File: src/rtl/ctrl_pipe.sv
// Five-stage control pipeline: carries decode controls ID->EX->WB (1/2/3 edges) and resolves hazards.
// Load-use stall holds PC and IF/ID for one cycle and inserts an all-zero bubble; no other backpressure.
module ctrl_pipe #(
    parameter bit FLUSH_EN = 1'b1
) (
    input  logic       clk,
    input  logic       rst,
    input  logic [11:0] id_ctrl,
    input  logic [4:0] id_rs,
    input  logic [4:0] id_rt,
    input  logic [4:0] id_rd,
    output logic [8:0] ex_ctrl,
    output logic [3:0] mem_ctrl,
    output logic [1:0] wb_ctrl,
    output logic [4:0] ex_dst,
    output logic [4:0] mem_dst,
    output logic [4:0] wb_dst,
    output logic       pc_write,
    output logic       ifid_write,
    output logic       if_flush,
    output logic [1:0] fwd_a,
    output logic [1:0] fwd_b
);

    typedef struct packed {
        logic       regdst;
        logic       regwrite;
        logic       jal;
        logic       jr;
        logic       jmp;
        logic       memtoreg;
        logic       memread;
        logic       memwrite;
        logic       alusrc;
        logic       pcsrc;
        logic [1:0] aluop;
    } id_ctrl_t;

    typedef struct packed {
        logic       regdst;
        logic       regwrite;
        logic       jal;
        logic       memtoreg;
        logic       memread;
        logic       memwrite;
        logic       alusrc;
        logic [1:0] aluop;
    } ex_ctrl_t;

    typedef struct packed {
        logic regwrite;
        logic memtoreg;
        logic memread;
        logic memwrite;
    } mem_ctrl_t;

    typedef struct packed {
        logic regwrite;
        logic memtoreg;
    } wb_ctrl_t;

    localparam logic [4:0] LINK_REG = 5'd31;
    localparam logic [1:0] FWD_RF   = 2'b00;
    localparam logic [1:0] FWD_MEM  = 2'b10;
    localparam logic [1:0] FWD_WB   = 2'b01;

    id_ctrl_t  id_c;
    ex_ctrl_t  ex_d;
    ex_ctrl_t  ex_q;
    mem_ctrl_t mem_q;
    wb_ctrl_t  wb_q;

    logic [4:0] ex_rs;
    logic [4:0] ex_rt;
    logic [4:0] ex_rd;
    logic [4:0] ex_dst_w;
    logic [4:0] mem_dst_q;
    logic [4:0] wb_dst_q;
    logic       stall;
    logic       ctrl_xfer;

    assign id_c = id_ctrl_t'(id_ctrl);

    always_comb begin
        if (ex_q.jal)
            ex_dst_w = LINK_REG;
        else if (ex_q.regdst)
            ex_dst_w = ex_rd;
        else
            ex_dst_w = ex_rt;
    end

    // r0 is never a real producer, so it can neither stall nor forward.
    assign stall = ex_q.memread && (ex_dst_w != 5'd0) &&
                   ((ex_dst_w == id_rs) || (ex_dst_w == id_rt));

    always_comb begin
        ex_d = '{
            regdst:   id_c.regdst,
            regwrite: id_c.regwrite,
            jal:      id_c.jal,
            memtoreg: id_c.memtoreg,
            memread:  id_c.memread,
            memwrite: id_c.memwrite,
            alusrc:   id_c.alusrc,
            aluop:    id_c.aluop
        };
        if (stall)
            ex_d = '0;
    end

    // ID/EX: register fields load even on a bubble; only the controls are zeroed.
    always_ff @(posedge clk or posedge rst) begin
        if (rst) begin
            ex_q  <= '0;
            ex_rs <= '0;
            ex_rt <= '0;
            ex_rd <= '0;
        end else begin
            ex_q  <= ex_d;
            ex_rs <= id_rs;
            ex_rt <= id_rt;
            ex_rd <= id_rd;
        end
    end

    always_ff @(posedge clk or posedge rst) begin
        if (rst) begin
            mem_q     <= '0;
            mem_dst_q <= '0;
        end else begin
            mem_q     <= '{
                regwrite: ex_q.regwrite,
                memtoreg: ex_q.memtoreg,
                memread:  ex_q.memread,
                memwrite: ex_q.memwrite
            };
            mem_dst_q <= ex_dst_w;
        end
    end

    always_ff @(posedge clk or posedge rst) begin
        if (rst) begin
            wb_q     <= '0;
            wb_dst_q <= '0;
        end else begin
            wb_q     <= '{regwrite: mem_q.regwrite, memtoreg: mem_q.memtoreg};
            wb_dst_q <= mem_dst_q;
        end
    end

    // The younger producer (EX/MEM) holds the newest value, so it is checked first.
    function automatic logic [1:0] fwd_sel(
        input logic [4:0] src,
        input logic       mem_wr,
        input logic [4:0] mem_d,
        input logic       wb_wr,
        input logic [4:0] wb_d
    );
        if (mem_wr && (mem_d != 5'd0) && (mem_d == src))
            return FWD_MEM;
        else if (wb_wr && (wb_d != 5'd0) && (wb_d == src))
            return FWD_WB;
        else
            return FWD_RF;
    endfunction

    assign fwd_a = fwd_sel(ex_rs, mem_q.regwrite, mem_dst_q, wb_q.regwrite, wb_dst_q);
    assign fwd_b = fwd_sel(ex_rt, mem_q.regwrite, mem_dst_q, wb_q.regwrite, wb_dst_q);

    assign ctrl_xfer  = id_c.pcsrc || id_c.jmp || id_c.jr;
    assign if_flush   = FLUSH_EN && !stall && ctrl_xfer;
    assign pc_write   = !stall;
    assign ifid_write = !stall;

    assign ex_ctrl  = ex_q;
    assign mem_ctrl = mem_q;
    assign wb_ctrl  = wb_q;
    assign ex_dst   = ex_dst_w;
    assign mem_dst  = mem_dst_q;
    assign wb_dst   = wb_dst_q;

endmodule

File: config.mk
export PLATFORM = sky130hd
export DESIGN_NAME = ctrl_pipe
export DESIGN_NICKNAME = d
export VERILOG_FILES = /design/src/rtl/ctrl_pipe.sv
export SDC_FILE = /design/constraint.sdc
export NUM_CORES = 1
export LEC_CHECK = 0
export CAP_MARGIN = 20
export CORE_AREA = 2 2 66 68
export DETAILED_ROUTE_END_ITERATION = 7
export DIE_AREA = 0 0 68 70
export PLACE_DENSITY = 0.75
export SETUP_SLACK_MARGIN = 0.02
export SLEW_MARGIN = 20
export SYNTH_ARGS = -nofsm -noshare
export SYNTH_HDL_FRONTEND = slang
export SYNTH_SLANG_ARGS = --single-unit
File: constraint.sdc
create_clock -name clk -period 3.32 [get_ports clk]
set_clock_uncertainty 0.1 [all_clocks]
set_input_delay 0.664 -clock clk [delete_from_list [all_inputs] [get_ports clk]]
set_output_delay 0.664 -clock clk [all_outputs]
set_load 0.01 [all_outputs]
==> impl_results.md <==
* Synth-to-layout area growth at 53.1%
* CP Data Arrival Time at 2.49 ns
* First-pass GRT wire length at 6.44 mm
* Setup violations, final at 0
* DPL Wire Length at 3.07 mm
* Hold crit path type: register to register
* Final min period at 3.25 ns
* Row cnt at 24
* Routed len/inst at 15.5 um
* RSZ-0062 raised after global routing: no
* Final hold vios at 0
* WP data required at 2.56 ns
* Vias per cell at 5.06
* Final ANT Viol Nets at 0
* Fill cells at 342
* Dpl cells at 252
* MaxCap Viol Count at 0
* Die area at 4760 um^2
* Die height at 70 um
* Clock Path Buffers at 2
* CTS tree: done
* Clock slew at reported path FFs at 0.08 ns
* Dpl cell area at 2400 um^2
* Critical Path Source Type: primary input
* CTS buffer count at 5
* Most frequent cells in the layout: 60 x clkdlybuf4s50_1, 39 x dfrtp_1, 14 x xor2_1, 11 x buf_4, 9 x nor3b_1
* Mean Syn Cell Area at 12.5 um^2
* Overflow after GRT at 0
* Initial DRC count at 80
* Worst skew pair latency at 0.29 ns
* Core Box Area at 4140 um^2
* Post-CTS Hold Fix Bufs at 0
* CTS Sinks at 40
* Overall routing resource usage at 18.1%
* Maximum vdd drop at 0.000244 V
* Synthesized instance count at 132
* Nets at 238
* Normalized max-slew margin at 67.6%
* Sequential fraction of the synthesis area at 60.5%
* Period utilization at 97.9%
* Commonest non-fill, non-tap cell in the layout: clkdlybuf4s50_1
* IO Port Bufs at 65
* DR DRC count at 0
* Final Max Tran Viols at 0
* Router iterations before antenna repair at 4
* Crit. End Element: output port
* H-tree depth at 2
* Antenna violations before repair at 0
* Via Count at 1327
* Least-Margin Pin Slew at 0.486 ns
* Outcome: finished, final reports clean
* Unique masters post-synth at 31
* Largest net degree at the start of global routing at 41
* Fraction of layout cells with a size suffix above 1 at 13.3%
* Worst Path Max Fanout at 3
* Vias in the first global route at 1325
* Static Leak at 1.05 nW
* Die extent in x at 68 um
* CTS Root Cell: clkbuf_8
* ANT cells at 0
* Power Density at 451 nW/um^2
* Crit Path Category: primary input to output port
* Synth Warn # at 0
* Fin cells at 262
* Starting Density at 39.9%
* Routability congestion estimate at 0.822
* Fin area at 2530 um^2
* Io pins at 66
* Post-Syn Area at 1660 um^2
* Fmax at 308 MHz
* Yosys reg bits at 40
* WL final at 4.07 mm
* Syn_nets at 161
worst paths after layout:
path,slack [ns],cells after the start,end,startpoint
setup / recovery,0.07,7,ifid_write,id_rs[1]
hold / removal,0.28,0,mem_ctrl[3]$_DFF_PP0_,ex_ctrl[7]$_DFF_PP0_
setup reg to reg,0.90,9,ex_ctrl[1]$_DFF_PP0_,ex_rt[3]$_DFF_PP0_
hold reg to reg,0.28,0,mem_ctrl[3]$_DFF_PP0_,ex_ctrl[7]$_DFF_PP0_
max in group asynchronous,2.07,3,ex_ctrl[8]$_DFF_PP0_,rst
min in group asynchronous,0.68,3,wb_ctrl[1]$_DFF_PP0_,rst
final cells by class:
type	count	area [um^2]	share of cell area (%)
clock buffers	5	68.8	2.71
clock inverters	3	42.5	1.68
multi-input cells	83	611	24.1
flip-flops and latches	40	1000	39.5
repair buffers	76	734	29.0
well taps	52	65.1	2.57
inverters	3	11.3	0.444
repair_timing:
action                                 CTS  global route
buffers inserted                         1             1
endpoints found under the hold margin    0             0
setup endpoints to repair                5             5
pin swaps                                1             0
cloned                                   0             0
resized for setup                        5             4
where the power goes:
part / internal [mW] / switching [mW]
Combinational: 0.121 / 0.0824
Clock: 0.222 / 0.167
Sequential: 0.518 / 0.0320
Total: 0.861 / 0.281
cells in the mapped netlist:
cell type	count	area share [%]
nor3b_1	9	4.1
dfrtp_1	40	60
and3_1	1	0.38
buf_2	2	0.60
a211oi_1	1	0.45
nor4_1	6	2.3
a22oi_1	2	0.91
mux2_2	1	0.68
inv_1	3	0.68
o21ai_0	4	1.2
buf_6	1	0.68
a21o_1	1	0.45
mux2i_2	1	0.83
xnor2_1	8	4.2
a21oi_1	5	1.5
nand2_1	3	0.68
nand4b_1	1	0.53
or4_1	4	1.8
mux2i_1	2	1.2
nor2_1	1	0.23
nand3_1	5	1.5
buf_4	2	0.91
clkbuf_2	1	0.30
o311a_1	1	0.60
nor2b_1	2	0.76
nor3_1	4	1.2
o21a_1	2	0.91
or4b_1	1	0.60
xor2_1	14	7.4
nor4_2	1	0.76
or2_2	3	1.1
per-layer routing:
metal	up-vias	track usage [%]	wire, um
li1	615	-	-
met4	0	6.44	56
met3	6	3.06	203
met5	-	0	0
met1	662	22.5	1550
met2	44	31.1	2260
worst max-delay path, stage by stage:
cell	delay, ns
clkdlybuf4s50_1	0.44
and3_1	0.19
or4b_4	0.52
nor4_2	0.16
buf_4	0.17
nor2_1	0.05
dlygate4sd2_1	0.29
kinds of logic (layout without fill, tap and decap cells):
group / Yosys count / count (layout) / share of synthesized area [%]
AO/OA/AOI/OAI: 16 / 16 / 6.05
XOR/XNOR: 22 / 22 / 11.6
buffers and inverters: 9 / 87 / 3.17
flip-flops: 40 / 40 / 60.5
multiplexers: 4 / 4 / 2.72
AND/OR/NAND/NOR: 41 / 41 / 15.9
per-stage QoR:
step           worst slack, ns  util [%]  hold WS, ns  power [mW]  TNS (ns)
5_1_grt                 0.0278      61.2        0.278        1.19         0
4_1_cts                 0.0355      60.7        0.278        1.15         0
3_3_place_gp            -0.207      57.9        0.259       0.755    -0.613
2_1_floorplan            0.464         -        0.316       0.641         0
6_report                0.0698      61.2        0.275        1.14         0
3_5_place_dp            -0.233      57.9        0.262       0.762    -0.651
sequential cells by signal, indices dropped and copies added, names as in the netlist:
name,count
ex_ctrl,9
mem_ctrl,4
wb_ctrl,2
ex_rt,5
mem_dst,5
ex_rd,5
wb_dst,5
ex_rs,5
Power figures use the tool's default switching activity.
